<file path="src/rtl/iomem_irq_ctrl.sv">
// IRQ front-end for picorv32: per-line sync, debounce, edge/level pending, mask,
// with PENDING/MASK/MODE/STATUS registers on the iomem bus.

module iomem_irq_line #(
    parameter bit ACTIVE_LOW = 1'b1,
    parameter int DB_CYCLES  = 4
) (
    input  logic clk,
    input  logic resetn,
    input  logic pin,
    input  logic mode,
    input  logic clr,
    output logic deb,
    output logic pending
);
    localparam logic IDLE = ACTIVE_LOW;

    logic [1:0] sync;
    logic [7:0] cnt;
    logic       deb_q;
    logic       s;
    logic       set;

    assign s   = sync[1] ^ IDLE;
    // edge mode looks at the registered deb, so pending trails the deb rise by one cycle
    assign set = mode ? (deb & ~deb_q) : deb;

    always_ff @(posedge clk) begin
        if (!resetn) begin
            sync    <= {2{IDLE}};
            cnt     <= '0;
            deb     <= 1'b0;
            deb_q   <= 1'b0;
            pending <= 1'b0;
        end else begin
            sync    <= {sync[0], pin};
            deb_q   <= deb;
            pending <= (pending & ~clr) | set;
            if (s == deb) begin
                cnt <= '0;
            end else if (cnt == 8'(DB_CYCLES - 1)) begin
                deb <= s;
                cnt <= '0;
            end else begin
                cnt <= cnt + 8'd1;
            end
        end
    end
endmodule

module iomem_irq_ctrl #(
    parameter logic [31:0] BASE_ADDR  = 32'h0300_0000,
    parameter int          NUM_IRQ    = 3,
    parameter bit          ACTIVE_LOW = 1'b1,
    parameter int          DB_CYCLES  = 4
) (
    input  logic               clk,
    input  logic               resetn,
    input  logic               iomem_valid,
    output logic               iomem_ready,
    input  logic [3:0]         iomem_wstrb,
    input  logic [31:0]        iomem_addr,
    input  logic [31:0]        iomem_wdata,
    output logic [31:0]        iomem_rdata,
    input  logic [NUM_IRQ-1:0] irq_pin,
    output logic [NUM_IRQ-1:0] irq_out
);
    logic [NUM_IRQ-1:0] pending;
    logic [NUM_IRQ-1:0] mask;
    logic [NUM_IRQ-1:0] mode;
    logic [NUM_IRQ-1:0] status;
    logic [NUM_IRQ-1:0] clr;
    logic [31:0]        rd_data;
    logic               match;
    logic               sel;
    logic               we;
    logic               unused_bits;

    assign match = (iomem_addr[31:4] == BASE_ADDR[31:4]);
    // ~iomem_ready keeps a held request from being acknowledged twice in a row
    assign sel   = iomem_valid & match & ~iomem_ready;
    assign we    = sel & iomem_wstrb[0];
    assign clr   = (we && iomem_addr[3:2] == 2'd0) ? iomem_wdata[NUM_IRQ-1:0] : '0;

    assign unused_bits = ^{iomem_addr[1:0], iomem_wstrb[3:1], iomem_wdata[31:NUM_IRQ]};

    iomem_irq_line #(
        .ACTIVE_LOW(ACTIVE_LOW),
        .DB_CYCLES (DB_CYCLES)
    ) u_line [NUM_IRQ-1:0] (
        .clk    (clk),
        .resetn (resetn),
        .pin    (irq_pin),
        .mode   (mode),
        .clr    (clr),
        .deb    (status),
        .pending(pending)
    );

    always_comb begin
        rd_data = '0;
        case (iomem_addr[3:2])
            2'd0:    rd_data[NUM_IRQ-1:0] = pending;
            2'd1:    rd_data[NUM_IRQ-1:0] = mask;
            2'd2:    rd_data[NUM_IRQ-1:0] = mode;
            default: rd_data[NUM_IRQ-1:0] = status;
        endcase
    end

    always_ff @(posedge clk) begin
        if (!resetn) begin
            iomem_ready <= 1'b0;
            iomem_rdata <= '0;
            mask        <= '0;
            mode        <= '0;
        end else begin
            iomem_ready <= sel;
            iomem_rdata <= sel ? rd_data : 32'd0;
            if (we) begin
                case (iomem_addr[3:2])
                    2'd1:    mask <= iomem_wdata[NUM_IRQ-1:0];
                    2'd2:    mode <= iomem_wdata[NUM_IRQ-1:0];
                    default: ;
                endcase
            end
        end
    end

    assign irq_out = pending & mask;
endmodule

</file>
<file path="config.mk">
export PLATFORM = sky130hd
export DESIGN_NAME = iomem_irq_ctrl
export DESIGN_NICKNAME = d
export VERILOG_FILES = /design/src/rtl/iomem_irq_ctrl.sv
export SDC_FILE = /design/constraint.sdc
export NUM_CORES = 1
export LEC_CHECK = 0
export ABC_AREA = 1
export BUFFER_PORTS_ARGS = -buffer_cell sky130_fd_sc_hd__buf_2
export CORE_UTILIZATION = 46
export CTS_BUF_LIST = sky130_fd_sc_hd__clkbuf_2 sky130_fd_sc_hd__clkbuf_4 sky130_fd_sc_hd__clkbuf_8
export DETAILED_ROUTE_END_ITERATION = 8
export PLACE_DENSITY_LB_ADDON = 0.12
export SYNTH_ARGS = -nofsm -noshare
export SYNTH_HDL_FRONTEND = slang
export SYNTH_HIERARCHICAL = 1
export SYNTH_SLANG_ARGS = --single-unit
</file>
<file path="constraint.sdc">
create_clock -name clk -period 1.3 [get_ports clk]
set_input_delay 0.195 -clock clk [delete_from_list [all_inputs] [get_ports clk]]
set_output_delay 0.195 -clock clk [all_outputs]
set_load 0.05 [all_outputs]
</file>
# --- Yosys cells after proc, flatten, opt, wreduce, memory -nomap -nowiden ---
# Cells that the tools add are included.
totals:
  inputBits: 74
  output_inout_bits: 36
  elab_cells: 75
  register_bits: 78
classes:
  bitwise: 27
  add_sub_neg: 3
  n_eq_ne: 9
  n_reduce_logical: 11
  muxes: 5
op_table:
  columns: ["cell", "n"]
  rows:
  - ["$eq A28 B22 Y1 const B", 1]
  - ["$add A8 B1 Y8 const B", 3]
  - ["$eq A8 B2 Y1 const B", 3]
  - ["$not A1 Y1", 14]
  - ["$reduce_and A2 Y1", 6]
  - ["$and A1 B1 Y1", 9]
  - ["$pmux W3 S3", 1]
  - ["$reduce_or A3 Y1", 3]
  - ["$and A3 B3 Y3", 1]
  - ["$eq A1 B1 Y1", 3]
  - ["$mux W1", 3]
  - ["$mux W3", 1]
  - ["$or A1 B1 Y1", 3]
  - ["$eq A2 B1 Y1 const B", 1]
  - ["$eq A2 B2 Y1 const B", 1]
  - ["$logic_not A2 Y1", 1]
  - ["$logic_and A1 B1 Y1", 1]

# --- Longest topological paths before layout ---
depth:
  depth_word: 9
  depth_mapped: 10
  depth_no_buf: 10

# --- Hierarchy ---
# The synthesis kept the hierarchy.
by_module_without_submodules:
  columns: ["mod", "seq_area_each_um2", "n_inst", "area_per_inst_um2", "cells_per_inst"]
  rows:
  - ["iomem_irq_line", 260.2, 3, 629.4, 86]
  - ["iomem_irq_ctrl", 200.2, 1, 1029.7, 179]

# --- Worst setup path before layout ---
# Ideal clock, no wire load.
synth_path:
  kind: "reg2reg"
  from: "register iomem_ready"
  to: "register u_line[2].pending"
  required_time_ps: 1184
  path_stages_with_launch: 10
  t_arrival_ps: 1390
  path_slack_ps: -206
  synth_period_minus_slack_ps: 1506
  setup_ps: 116
  n_path_buf: 0
  path_cell_list: "dfxtp_1 nor2_1 nand2_1 nor2_1 nand2_1 nor2_4 nand3_1 nor2_1 inv_1 a31o_2"
synth_via:
  elab_chain_cells: 8
synth_lines:
  columns: ["item", "line", "text"]
  rows:
  - ["start: declaration", "60", "output logic iomem_ready,"]
  - ["start signal: assignment", "117", "iomem_ready <= sel;"]
  - ["$not A1 Y1", "81", "assign sel = iomem_valid & match & ~iomem_ready;"]
  - ["$and A1 B1 Y1", "81", null]
  - ["$and A1 B1 Y1", "82", "assign we = sel & iomem_wstrb[0];"]
  - ["$logic_and A1 B1 Y1", "83", "assign clr = (we && iomem_addr[3:2] == 2'd0) ? iomem_wdata[NUM_IRQ-1:0] : '0;"]
  - ["$mux W3", "83", null]
  - ["named net clr[2]", "72", "logic [NUM_IRQ-1:0] clr;"]
  - ["$not A1 Y1", "38", "pending <= (pending & ~clr) | set;"]
  - ["$and A1 B1 Y1", "38", null]
  - ["$or A1 B1 Y1", "38", null]
  - ["end signal: assignment", "38", null]
  - ["end: declaration", "14", "output logic pending"]
# The timed path passes the listed nets, and every way through them passes these cells.
# A chain may end at the register's enable or synchronous reset.

# --- Final worst setup path ---
layout_path:
  from: "register iomem_ready"
  to: "register u_line[0].pending"
layout_via:
  elab_chain_cells: 8
layout_lines:
  columns: ["item", "line"]
  rows:
  - ["$not A1 Y1", "81"]
  - ["$and A1 B1 Y1", "81"]
  - ["$and A1 B1 Y1", "82"]
  - ["$logic_and A1 B1 Y1", "83"]
  - ["$mux W3", "83"]
  - ["named net clr[0]", "72"]
  - ["$not A1 Y1", "38"]
  - ["$and A1 B1 Y1", "38"]
  - ["$or A1 B1 Y1", "38"]
  - ["end signal: assignment", "38"]
  - ["end: declaration", "14"]
# The timed path passes the listed nets, and every way through them passes these cells.

==> run_results.csv <==
group,metric,value,unit
floorplanning,core,0.006026,sq mm
drt,via_per_inst,4.454,
global_route,grt_max_degree,23,
placed_design,numPortBuffers,46,
worst_setup_path,critical-path-slowest-cell,"dfxtp_4",
worst_setup_path,worstPathCellList,"nor2_2 -> nand2_1 -> nor2_1 -> nand2_1 -> nor2_4 -> nand3_2 -> nor2_2 -> inv_1 -> a31o_2",
global_route,grt-ovfl-total,0,
sta,max_freq,742.9,MHz
worst_setup_path,path_max_fanout,3,
logic_synthesis,synth_adder_area_share,0.01286,
cells_and_area,antennaDiodeCount,0,
sta,fin_skew,8.001,ps
power,ir_worst_vdd,488.5,uV
sta,fin_crit,1346,ps
run_status,status,"finished with violations",
cells_and_area,nNetsFinal,572,
cts,cts_buffers,5,
worst_setup_path,cp-startpoint,"iomem_ready",
worst_hold_path,hold_path_class,"primary input to flip-flop",
cells_and_area,final_layout_size_suffix_gt1_frac,0.2984,
sta,setup_ws,-46.05,ps
floorplanning,std_cell_rows,28,
power,power_density,960.1,mW/mm^2
logic_synthesis,ys_top_cells_by_area,"dfxtp_1, nand2_1, nor2_1, inv_1, buf_4",
logic_synthesis,yosysWarningCount,6,
drt,vias,2543,
logic_synthesis,syn_area_per_cell,6.677,sq um
global_route,grt_pass1_wl,8.238,mm
sta,slew_violations,0,
floorplanning,top_level_ports,110,
worst_setup_path,path_class,"flip-flop to flip-flop",
cts,cts_tree,"done",
logic_synthesis,synth-xor-area-share,0,
power,p_sw,0.0008348,W
drt,detail-route-antenna-nets,0,
logic_synthesis,synth_top_family_by_area,"simple AND/OR/NAND/NOR gates",
logic_synthesis,synth_mux_area_frac,0,
sta,setup_viol,3,
logic_synthesis,synth_cell_types,24,
logic_synthesis,synth_seq_cells,49,
power,comb_power_share,0.122,
drt,dr.first_iter.drc_count,121,
drt,post_drt_wl_per_cell,9.004,microns
global_route,grt_antenna_before_repair,0,
power,pwr-share-clk,0.406,
power,p_seq_frac,0.472,
power,leakagePower,1.559,nW
cts,htree_levels,2,
global_route,grt_pass1_vias,2063,
placed_design,place.gp.congestion,0.7939,
worst_setup_path,required,1500,ps
cells_and_area,fillers,615,
worst_setup_path,cp_slowest_stage_delay,350,ps
logic_synthesis,synth_simple_gate_area_frac,0.4099,
power,p_int,0.002375,W
logic_synthesis,yosysTopAreaCell,"dfxtp_1",
sta,hold_viol,0,
logic_synthesis,synthesis.instances,437,
cts,clk_latency,300,ps
global_route,track_usage,0.1574,
worst_setup_path,end_kind,"flip-flop",
worst_setup_path,r2r-start,"iomem_ready",
floorplanning,die_area,0.006666,sq mm
floorplanning,dieWidth,81.65,microns
cts,clk_path_buf_depth,2,
cells_and_area,syn_to_final_growth,14.58,%
sta,finalSetupTns,-104.7,ps
floorplanning,initial_core_util,0.4842,
placed_design,dp_hpwl,4.029,mm
cts,path_clk_slew,100,ps
logic_synthesis,ys_seq_area_frac,0.3362,
drt,wirelength,5.141,mm
worst_hold_path,min_from,"irq_pin[0]",
worst_setup_path,crit_arrival,1550,ps
power,sw_frac_of_total,0.2601,
cts,clock-sinks,49,
cts,hold_buffers,0,
placed_design,place_inst,563,
cells_and_area,instances_no_fill,571,
logic_synthesis,synth_area,0.002918,sq mm
cells_and_area,fin_util,0.5548,
worst_setup_path,cp-start-kind,"flip-flop",
drt,route.detailed.drc,0,
logic_synthesis,synth_top_area_share,0.3362,
run_status,failed_checks,"negative setup slack",
sta,period_share,1.035,
job,drv_cap,0,
cts,cts-root-buf,"clkbuf_8",
floorplanning,die_h,81.65,microns
logic_synthesis,synth-compound-area-share,0.07204,
drt,first_pass_iters,4,
sta,rsz0062_at_grt,"yes",
-- layer usage --
metal,global-route usage,share of wire,vias up
li1,-,-,1395
met1,0.1995,0.49,1083
met2,0.2683,0.45,60
met3,0.03778,0.053,5
met4,0.03684,0.0076,0
met5,0,0,-
-- metrics by stage --
stage / power, W / setup WS, ps / hold WS, ps / area, sq um
2_1_floorplan: 0.001901 / -64.75 / 301.6 / 3032
3_3_place_gp: 0.001935 / -87.07 / 380.9 / 3186
3_5_place_dp: 0.001938 / -93.19 / 383.1 / 3186
4_1_cts: 0.003256 / -73.01 / 59.62 / 3328
5_1_grt: 0.003354 / -168.9 / 63.70 / 3343
6_report: 0.003210 / -46.05 / 70.91 / 3343
-- cells in the final DEF (no fill, tap or decap), drive strengths merged, types with 9 or more instances in the layout --
cell type	netlist	layout
o21ai	11	11
inv	71	72
buf	30	52
nand4	9	9
a21oi	15	15
nor2	94	94
conb	1	29
nand2	111	111
nand3	29	29
or2	10	10
dfxtp	49	49
-- area by class of cell --
| type | count | area (sq um) | area share |
|---|---|---|---|
| multi-input combinational | 315 | 1573 | 0.4704 |
| sequential | 49 | 984.7 | 0.2945 |
| timing repair buffer | 53 | 287.8 | 0.08608 |
| inverter | 71 | 266.5 | 0.07972 |
| tap | 75 | 93.84 | 0.02807 |
| clock buffer | 5 | 68.82 | 0.02058 |
| clock inverter | 3 | 68.82 | 0.02058 |
-- critical path, delay by kind of cell (launching register included) --
kind,cells,cell delay [ps]
buffers and inverters,1,50
AND/OR/NAND/NOR,7,660
flip-flops,1,350
AO/OA/AOI/OAI,1,190
-- state kept, by name (all words and copies together) (netlist names) --
name and count:
u_line/deb 3, u_line/sync 6, mode 3, iomem_ready 1, mask 3, iomem_rdata 3
u_line/deb_q 3, u_line/cnt 24, u_line/pending 3
-- final timing paths --
| kind | to | slack (ps) | cells after the start |
|---|---|---|---|
| setup / recovery | u_line[0]/pending | -50 | 9 |
| hold / removal | u_line[0]/sync[0] | 70 | 2 |
| setup reg to reg | u_line[0]/pending | -50 | 9 |
| hold reg to reg | u_line[2]/sync[1] | 420 | 1 |
-- synthesized netlist by cell type --
library cell,count
a21oi_1,3
a21oi_2,12
a31o_2,3
buf_2,1
buf_4,29
conb_1,1
dfxtp_1,49
ha_1,3
inv_1,59
inv_2,12
nand2_1,98
nand2_2,10
nand2_4,3
nand3_1,27
nand3_2,2
nand4_1,9
nor2_1,66
nor2_2,21
nor2_4,7
o2111ai_1,1
o21ai_0,9
o21ai_1,2
or2_0,1
or2_2,9
-- power by group through the flow --
stage / clock network (W) / registers, W / logic, W
finish: 0.00130 / 0.00151 / 0.000392
global placement: 0 / 0.00155 / 0.000386
detailed placement: 0 / 0.00155 / 0.000389
CTS: 0.00135 / 0.00151 / 0.000391
floorplan: 0 / 0.00155 / 0.000352
global route: 0.00141 / 0.00152 / 0.000430
-- cells by family (layout without fill, tap and decap cells) --
family | after synthesis | after routing
AOI/OAI and AO/OA | 30 | 30
adders and majority gates | 3 | 3
buffers and inverters | 101 | 132
DFF | 49 | 49
other | 1 | 29
and+or+nand+nor | 253 | 253
-- repair_timing --
action | CTS | global route
setup buffers | 0 | 0
cloned | 0 | 0
pin swaps | 13 | 10
endpoints found under the hold margin | 0 | 0
gates resized for setup | 2 | 7
setup endpoints to repair | 9 | 14
(Power assumes the default switching activity.)
